--- config.mk ---
export PLATFORM = sky130hd
export DESIGN_NAME = spi_req_arbiter
export DESIGN_NICKNAME = d
export VERILOG_FILES = /design/src/rtl/spi_req_arbiter.sv
export SDC_FILE = /design/constraint.sdc
export NUM_CORES = 1
export LEC_CHECK = 0
export ABC_AREA = 1
export CORE_AREA = 2 2 64 66
export DETAILED_ROUTE_END_ITERATION = 10
export DIE_AREA = 0 0 66 68
export MAX_ROUTING_LAYER = met4
export PLACE_DENSITY = 0.76
export SLEW_MARGIN = 25
export SYNTH_ARGS = -nofsm -noshare
export SYNTH_HDL_FRONTEND = slang
export SYNTH_SLANG_ARGS = --single-unit
--- constraint.sdc ---
create_clock -name clk -period 1.7 [get_ports clk]
set_input_delay 0.34 -clock clk [delete_from_list [all_inputs] [get_ports clk]]
set_output_delay 0.34 -clock clk [all_outputs]
set_load 0.01 [all_outputs]
--- src/rtl/spi_req_arbiter.sv ---
// spi_req_arbiter: two-requester round-robin front end that feeds whole frames to an SPI master.
//   params: DATA_W frame width, GAP_CYCLES idle cycles between frames, TIMEOUT wait limit for spi_done
//   in:     clk, rst (async, active-high), req0/req1, data0/data1, spi_done
//   out:    ack0/ack1 (completion pulses), err (timeout pulse with the ack), spi_start, spi_data,
//           busy (not IDLE), grant_id (current/last winner)
module spi_req_arbiter #(
  parameter int DATA_W     = 12,
  parameter int GAP_CYCLES = 4,
  parameter int TIMEOUT    = 4096
) (
  input  logic              clk,
  input  logic              rst,
  input  logic              req0,
  input  logic              req1,
  input  logic [DATA_W-1:0] data0,
  input  logic [DATA_W-1:0] data1,
  output logic              ack0,
  output logic              ack1,
  output logic              err,
  output logic              spi_start,
  output logic [DATA_W-1:0] spi_data,
  input  logic              spi_done,
  output logic              busy,
  output logic              grant_id
);
  localparam logic [1:0] S_IDLE  = 2'd0;
  localparam logic [1:0] S_START = 2'd1;
  localparam logic [1:0] S_WAIT  = 2'd2;
  localparam logic [1:0] S_GAP   = 2'd3;
  localparam int TW = $clog2(TIMEOUT);
  localparam int GW = GAP_CYCLES > 1 ? $clog2(GAP_CYCLES) : 1;
  localparam logic [TW-1:0] T_LAST = TW'(TIMEOUT - 1);
  localparam logic [GW-1:0] G_LAST = GW'(GAP_CYCLES > 0 ? GAP_CYCLES - 1 : 0);
  logic [1:0]    state;
  logic [TW-1:0] tcnt;
  logic [GW-1:0] gcnt;
  logic          win;
  logic          fin;
  // On a tie the requester that did not win last time gets the bus.
  assign win  = (req0 & req1) ? ~grant_id : req1;
  // Frame ends either on spi_done or on the final permitted WAIT cycle.
  assign fin  = (state == S_WAIT) & (spi_done | (tcnt == T_LAST));
  assign busy = state != S_IDLE;
  always_ff @(posedge clk or posedge rst) begin
    if (rst) begin
      state     <= S_IDLE;
      spi_start <= 1'b0;
      ack0      <= 1'b0;
      ack1      <= 1'b0;
      err       <= 1'b0;
      grant_id  <= 1'b1;
      spi_data  <= '0;
      tcnt      <= '0;
      gcnt      <= '0;
    end else begin
      // Registered pulses: start shows in the first WAIT cycle, ack/err in the cycle after WAIT.
      spi_start <= state == S_START;
      ack0      <= fin & ~grant_id;
      ack1      <= fin & grant_id;
      err       <= fin & ~spi_done;
      case (state)
        S_IDLE:
          if (req0 | req1) begin
            grant_id <= win;
            spi_data <= win ? data1 : data0;
            state    <= S_START;
          end
        S_START: begin
          tcnt  <= '0;
          state <= S_WAIT;
        end
        S_WAIT:
          if (fin) begin
            gcnt  <= '0;
            state <= GAP_CYCLES == 0 ? S_IDLE : S_GAP;
          end else
            tcnt <= tcnt + 1'b1;
        default:
          if (gcnt == G_LAST)
            state <= S_IDLE;
          else
            gcnt <= gcnt + 1'b1;
      endcase
    end
  end
endmodule

=== Word level (Yosys, flattened, before mapping) ===
Cells that the tools add are included.

* Add/subtract/negate cells: 2
* Equality and inequality tests: 8
* Reduce and logical (&&, ||, !) cells: 9
* Multiplexer cells: 11
* Bitwise gates (word level): 10

{| class="wikitable"
|+ Operators by type and width
! cell !! number
|-
| $mux W12 || 2
|-
| $pmux W12 S2 || 1
|-
| $add A12 B1 Y12 const B || 1
|-
| $eq A12 B12 Y1 const B || 1
|-
| $mux W2 || 5
|-
| $ne A2 B2 Y1 const B || 4
|-
| $pmux W2 S3 || 1
|-
| $reduce_and A3 Y1 || 2
|-
| $and A1 B1 Y1 || 5
|-
| $eq A2 B2 Y1 const B || 2
|-
| $pmux W2 S2 || 1
|-
| $reduce_and A2 Y1 || 2
|-
| $reduce_bool A2 Y1 || 2
|-
| $reduce_bool A4 Y1 || 1
|-
| $not A1 Y1 || 3
|-
| $add A2 B1 Y2 const B || 1
|-
| $eq A2 B1 Y1 const B || 1
|-
| $logic_not A2 Y1 || 1
|-
| $or A1 B1 Y1 || 2
|-
| $reduce_or A2 Y1 || 1
|-
| $mux W1 || 1
|}

* Output and inout port bits: 18
* Register bits: 33
* Logic and storage cells: 49
* Input bits: 29

=== Longest topological paths before layout ===
Gate-level depths: netlist of run 1.

* Word-level depth: 5
* Depth in mapped cells: 9
* Depth with buffers taken out: 9

=== Least setup slack after synthesis of run 1 ===
OpenSTA, ideal clock, no wires.

* Path kind: register -> register
* Start point: reg tcnt[0]
* End point: reg state[1]
* Data required time: 1.583 ns
* Slack: 0.385 ns
* Period minus slack after synthesis: 1.315 ns
* Cell stages (with the launch flop): 10
* Buffers on the path: 1
* Arrival time: 1.198 ns
* Cell sequence: dfrtp_1 -> ha_1 -> nand2_2 -> nor2_4 -> nand3_2 -> nand3_2 -> buf_6 -> nand2_1 -> nand2_1 -> nand2_1

* Word-level cells in the longest chain between the ends: 5

{| class="wikitable"
|+ Ends and longest elaborated chain
! element !! line !! text
|-
| from (decl) || 35 || <nowiki>logic [TW-1:0] tcnt;</nowiki>
|-
| from (signal assigned) || 77 || <nowiki>tcnt <= tcnt + 1'b1;</nowiki>
|-
| $eq A12 B12 Y1 || 42 || <nowiki>assign fin = (state == S_WAIT) & (spi_done | (tcnt == T_LAST));</nowiki>
|-
| $or A1 B1 Y1 || 42 ||
|-
| $and A1 B1 Y1 || 42 ||
|-
| $ne A2 B2 Y1 (no source line) || n/a ||
|-
| $reduce_and A3 Y1 (no source line) || n/a ||
|-
| to (signal assigned) || 75 || <nowiki>state <= GAP_CYCLES == 0 ? S_IDLE : S_GAP;</nowiki>
|-
| to (decl) || 34 || <nowiki>logic [1:0] state;</nowiki>
|}

No other way between the ends.
A chain may end at the register's enable or synchronous reset.

=== Worst setup path after layout of run 1 ===
* Start point: reg spi_data[7]
* End point: out spi_data[7]

{| class="wikitable"
|+ RTL lines
! element !! line !! text
|-
| from (decl) || 21 || <nowiki>output logic [DATA_W-1:0] spi_data,</nowiki>
|-
| from (signal assigned) || 65 || <nowiki>spi_data <= win ? data1 : data0;</nowiki>
|}

No word-level cell between the ends.

==> summary.txt, run 1 <==
Timing
  • Fmax: about 0.64 GHz
  • Fin Setup TNS: 0 ps
  • Setup Skew: approximately 6.6 ps
  • Worst Tran Pin Value: approximately 290 ps
  • Tcrit/Tclk final: 91.8%
  • Final WS setup: between 100 and 150 ps
  • Slew HR: about 80%
  • Unrepaired setup endpoints after global routing: false
  • Hold violation count in the final report: 0
  • Min Clock Period, post-route: 1560 ps
  • Final setup viols: 0
  • Pins Over Slew Limit: 0

Clock network
  • Clock buffer count from CTS: 5
  • Post-CTS Setup Repair Bufs: 0
  • Post-CTS Resized: 2
  • Clock sinks: 33
  • Hold buffer count at cts: 0
  • H-tree levels: 2
  • Clock Path Buffers: 2
  • Worst skew pair latency: 290 ps
  • Clock slew at reported path FFs: 70 ps
  • CTS root buffer: clkbuf_8
  • CTS tree: done

Placed design
  • Port bufs: 46
  • Setup slack after placement: between 70 and 80 ps
  • Post-detailed-placement half-perimeter wirelength: just over 3 mm
  • RePlAce Congestion: roughly 0.88

Floorplanning
  • Core Rows: 23
  • Initial core utilization: 44.9%
  • Placeable Area: 0.00386 mm2
  • # IOs: 47
  • Die width: 66 um
  • DIE HEIGHT: a little under 70 um
  • Die area: 0.00449 mm2

Synthesis
  • Most used DFF post-synth: dfrtp_1
  • Synth area leaders: dfrtp_1, nand2_1, o21ai_0
  • Number of synthesized flops with an enable pin: 0
  • Post-synth cell types: 23
  • Mapped Area: approximately 0.0017 mm2
  • Async S/R FF share, synth: 100%
  • Sequential share of the synthesized area: a little under half
  • Post-synth top cells: nand2_1, dfrtp_1, o21ai_0
  • Cells after synthesis: around 220
  • Mapped Nets: between 200 and 300
  • Largest area contributor in the synthesized netlist: dfrtp_1
  • Top cell type's share of synthesized area: between 40% and 50%
  • Ys Warns: 0
  • Top-count cell post-synth: nand2_1
  • Synth Area per Inst: 7.81 um2
  • #FFs+latches synth: 33

Setup path
  • CP max stage cell: clkdlybuf4s50_1
  • Worst EP required: 1360 ps
  • CP endpoint kind: output port
  • Kind of critical path: reg -> out
  • Buf/Inv on CP: 1
  • Crit path cell chain: clkdlybuf4s50_1
  • Critical Path Max Stage Delay: 570 ps
  • CP Launch Type: register
  • Largest fanout on the critical path: 2
  • Cell family with most CP delay: buffers and inverters
  • CP Data Arrival Time: roughly 1200 ps

Global route
  • First-pass GRT wire length: ~7.0 mm
  • GRT Overall Usage: between 20% and 30%
  • Number of global-route vias before repair: 1549
  • Pin count of the biggest net entering global routing: 34
  • Total gr overflow: 0
  • Antenna violations before repair: 0

Cells and area
  • Synth-to-Final Area Change: 37.8%
  • ANT cells: 0
  • Nets: between 300 and 400
  • Fin util: 61.9%
  • Share of post-route cells with drive strength above 1: 9.75%

Power and ir drop
  • P per Cell Area: 1460 mW/mm2
  • Leak Pwr: approximately 0.0011 uW
  • Worst vdd ir: approximately 0.0009 V

Min path
  • Class of the worst hold path: in -> async

Status
  • Status: completed

Routing
  • Via density: 5.00
  • Initial DRC Count: slightly above 60
  • # DRC: 0
  • WL final: just over 4 mm
  • Final ANT Viol Nets: 0
  • DRT Pass-1 Iters: 4
  • Vias: ~1600
  • Routed len/inst: around 13 um

Flow run
  • Max Cap Violations: 0
-- worst reg2reg max path: stages, from the launching register on --
cell      delay, ps
dfrtp_1         400
inv_1            90
ha_1            280
inv_2           140
a211oi_2        310
nand2_2          90
nand2_1          70
nand2_1          50
-- metrics by stage --
step           std cells  total power, uW  hold WS, ps  area (um2)
6_report             327             3490          384        2390
5_1_grt              327             3780          400        2390
4_1_cts              327             3520          387        2390
3_5_place_dp         319             2870          470        2290
3_3_place_gp         319             2820          463        2290
2_1_floorplan        222             2090          406        1730
-- registers in the layout, indices dropped and copies added, names as in the netlist, 2 cells and up --
signal    flops
state         2
tcnt         12
spi_data     12
gcnt          2
-- report_power, final --
| group | internal [uW] | switching [uW] |
|---|---|---|
| Sequential | 1050 | 169 |
| Clock | 366 | 301 |
| Combinational | 754 | 851 |
-- cell families after synthesis --
group | count (synthesis) | share of synthesized area [%]
adder cells (fa/ha/maj) | 5 | 3.61
flip-flops | 33 | 47.7
XOR/XNOR | 2 | 1.01
AO/OA/AOI/OAI | 40 | 12.1
buffers and inverters | 26 | 6.86
AND/OR/NAND/NOR | 116 | 28.7
-- cell type report --
class,instances,area [um2]
fillers,372,1470
flip-flops and latches,33,827
multi-input cells,163,787
repair buffers,54,539
clock buffers,7,96.3
inverters,19,71.3
well taps,50,62.6
clock inverters,1,5.00
-- cell usage in the layout, fill, tap and decap left out, types with 2 or more instances in the layout --
| cell | Yosys | layout |
|---|---|---|
| buf_12 | 0 | 2 |
| ha_1 | 5 | 5 |
| nand2_1 | 60 | 60 |
| inv_1 | 18 | 17 |
| inv_2 | 1 | 2 |
| nand3_2 | 2 | 2 |
| nand3_1 | 23 | 23 |
| clkbuf_8 | 0 | 7 |
| nor2_1 | 25 | 25 |
| xor2_1 | 2 | 2 |
| o21ai_1 | 4 | 4 |
| a21oi_1 | 2 | 2 |
| dfrtp_1 | 32 | 32 |
| nand2_2 | 2 | 2 |
| buf_4 | 0 | 6 |
| clkdlybuf4s50_1 | 0 | 44 |
| o21ai_0 | 32 | 32 |
-- per-layer routing --
metal,global-route usage (%),vias to the layer above,routed length (um),part of all wire (%)
li1,-,829,-,-
met1,25.6,757,1760,43
met2,34.0,45,2010,49
met3,8.22,4,279,6.8
met4,7.40,0,57,1.4
met5,-,-,0,0
-- path summary, 6_finish.rpt --
path | cells after the start | startpoint | endpoint | slack (ps)
worst min-delay path | 3 | rst | tcnt[8] | 380
worst max-delay path | 1 | spi_data[7] | spi_data[7] | 140
worst max register to register | 7 | state[0] | gcnt[0] | 170
max in group asynchronous | 3 | rst | grant_id | 1070
worst min register to register | 2 | gcnt[1] | gcnt[1] | 480
min in group clk | 2 | gcnt[1] | gcnt[1] | 480
No activity file was read; power rests on OpenSTA's default activity.
==> run 2: changes to the inputs <==
- CORE_AREA: 2 2 64 66 -> 5 5 67 69
- DIE_AREA: 0 0 66 68 -> 0 0 72 74
- SLEW_MARGIN: 25 -> 20
- TNS_END_PERCENT: default -> 5
==> run 2 against run 1 <==
Non-clock buffer count rose by 2. Critical path depth grew 8. Final cell count grew 0.31%. Setup slack gained 18 ps. Core utilization down 0.65 points. Clock skew shrank 3.9 ps. Clock power shrank 13%. Sequential power barely moved. Global-route usage fell by 4.0 points.
==> summary.txt, run 2 (synthesized netlist as in run 1, its figures left out) <==
Routing
  • Vias: 1621 (was 1635)
  • Initial DRC Count: 59 (was 61)
  • Routed len/inst: 12.5 um (was 12.6 um)
  • Via density: 4.94 (was 5.00)
  • WL final: 4.11 mm (about the same)
  • Final ANT Viol Nets: 0 (unchanged)
  • DRT Pass-1 Iters: 4 (unchanged)
  • # DRC: 0 (unchanged)

Power and ir drop
  • P per Cell Area: 1430 mW/mm2 (was 1460 mW/mm2)
  • PnR Total Power: 3370 uW (was 3490 uW)
  • Worst vdd ir: 0.00117 V (was 0.000892 V)
  • Leak Pwr: 0.00110 uW (was 0.00111 uW)

Setup path
  • Buf/Inv on CP: 1 (unchanged)
  • CP max stage cell: dfrtp_1 (was clkdlybuf4s50_1)
  • CP Data Arrival Time: 1720 ps (was 1220 ps)
  • Worst EP required: 1870 ps (was 1360 ps)
  • Critical Path Max Stage Delay: 410 ps (was 570 ps)
  • CP Launch Type: register (unchanged)
  • Kind of critical path: reg -> reg (was reg -> out)
  • Most used cell, CP: nand2_1
  • Largest fanout on the critical path: 8 (was 2)
  • CP endpoint kind: register (was output port)
  • Crit path cell chain: ha_1 > nand2_2 > nor2_4 > nand3_2 > nand3_2 > buf_4 > nand2_1 > nand2_1 > nand2_1 (was clkdlybuf4s50_1)
  • Cell family with most CP delay: simple AND/OR/NAND/NOR gates (was buffers and inverters)

Timing
  • Setup Skew: 2.66 ps (was 6.56 ps)
  • Final WS setup: 157 ps (was 139 ps)
  • Hold violation count in the final report: 0 (unchanged)
  • Final setup viols: 0 (unchanged)
  • Unrepaired setup endpoints after global routing: false (unchanged)
  • Fin Setup TNS: 0 ps (unchanged)
  • Worst Tran Pin Value: 338 ps (was 294 ps)
  • Pins Over Slew Limit: 0 (unchanged)
  • Min Clock Period, post-route: 1540 ps (was 1560 ps)
  • Tcrit/Tclk final: 90.8% (was 91.8%)
  • Fmax: 0.648 GHz (was 0.641 GHz)
  • Slew HR: 77.5% (was 80.3%)

Floorplanning
  • # IOs: 47 (unchanged)
  • Placeable Area: 0.00386 mm2 (unchanged)
  • DIE HEIGHT: 74 um (was 68 um)
  • Die width: 72 um (was 66 um)
  • Core Rows: 23 (unchanged)
  • Die area: 0.00533 mm2 (was 0.00449 mm2)
  • Initial core utilization: 44.9% (unchanged)

Placed design
  • Port bufs: 46 (unchanged)
  • RePlAce Congestion: 0.837 (was 0.876)
  • Placed cell areas: 0.00228 mm2 (was 0.00229 mm2)
  • Post-detailed-placement half-perimeter wirelength: 3.11 mm (was 3.09 mm)
  • Setup slack after placement: 83.9 ps (was 79.0 ps)

Global route
  • Number of global-route vias before repair: 1546 (was 1549)
  • Antenna violations before repair: 0 (unchanged)
  • Pin count of the biggest net entering global routing: 27 (was 34)
  • GRT Overall Usage: 17.5% (was 21.5%)
  • Total gr overflow: 0 (unchanged)
  • First-pass GRT wire length: 6.91 mm (was 7.00 mm)

Cells and area
  • Most common cell after layout, fill and taps aside: nand2_1 (unchanged)
  • ANT cells: 0 (unchanged)
  • Top flop regs: spi_data x12, tcnt x12 (unchanged)
  • Commonest cells after routing, fill and taps aside: nand2_1, clkdlybuf4s50_1, o21ai_0, dfrtp_1, nor2_1 (unchanged)
  • Share of post-route cells with drive strength above 1: 9.71% (was 9.75%)
  • FILL cells: 349 (was 372)
  • Fin util: 61.3% (was 61.9%)
  • Nets: 312 (was 310)
  • Final instance area: 0.00236 mm2 (was 0.00239 mm2)
  • Synth-to-Final Area Change: 36.4% (was 37.8%)

Clock network
  • Post-CTS Setup Repair Bufs: 0 (unchanged)
  • Clock buffer count from CTS: 5 (unchanged)
  • H-tree levels: 2 (unchanged)
  • CTS root buffer: clkbuf_8 (unchanged)
  • Worst skew pair latency: 280 ps (was 290 ps)
  • Clock sinks: 33 (unchanged)
  • CTS tree: done (unchanged)
  • Clock slew at reported path FFs: 60 ps (was 70 ps)
  • Clock Path Buffers: 2 (unchanged)

Min path
  • Class of the worst hold path: in -> async (unchanged)

Status
  • Status: completed (unchanged)

Flow run
  • Max Cap Violations: 0 (unchanged)
[run 2: changes by cell type in the layout (fill, tap and decap cells not counted)]
cell	before	now
clkinv_2	1	0
clkbuf_1	0	1
clkbuf_8	7	6
buf_4	6	10
buf_12	2	0
[run 2: repair_timing]
action / CTS / global route
hold buffers: 0 / 0
resized for setup: 2 / 3
endpoints found under the setup margin: 2 / 2
pin swaps: 0 / 0
gates cloned: 0 / 0
[run 2: layout make-up]
class | count | area (um2) | area share, %
sequential | 33 | 827 | 35.0
multi-input combinational | 163 | 787 | 33.3
timing repair buffer | 56 | 529 | 22.4
clock buffer | 7 | 86.3 | 3.65
inverter | 19 | 71.3 | 3.02
tap | 50 | 62.6 | 2.65
[run 2: worst paths after layout]
check | slack, ps | endpoint | cells past startpoint | startpoint
max reg2reg | 160 | state[0] | 9 | tcnt[1]
min reg2reg | 480 | gcnt[1] | 2 | gcnt[1]
min in group clk | 480 | gcnt[1] | 2 | gcnt[1]
min | 350 | err | 3 | rst
max | 160 | state[0] | 9 | tcnt[1]
max in group asynchronous | 950 | grant_id | 3 | rst
[run 2: metal layers]
layer  vias up  share of wire (%)  GRT usage, %  wire [um]
met1       738                 43          20.0       1790
met2        51                 48          28.5       1960
li1        824                  -             -          -
met4         0                2.1          7.10         87
met3         8                6.8          5.81        281
met5         -                  0             -          0
[run 2: worst register-to-register path: stages, from the launching register on]
cell     delay [ps]
dfrtp_1         410
ha_1            210
nand2_2          90
nor2_4          140
nand3_2         110
nand3_2         130
buf_4           170
nand2_1          80
nand2_1          60
nand2_1          50
[run 2: per-stage QoR]
step | hold WS, ps | std cells
floorplan | 406 | 222
global placement | 464 | 321
detailed placement | 469 | 321
CTS | 343 | 328
global route | 364 | 328
finish | 346 | 328
[run 2: where the power goes]
group / internal (uW) / leakage (uW) / switching, uW / total (uW)
registers: 1050 / 0.000426 / 152 / 1200
logic: 743 / 0.000633 / 844 / 1590
clock network: 321 / 0.0000443 / 262 / 583
total: 2120 / 0.00110 / 1260 / 3370
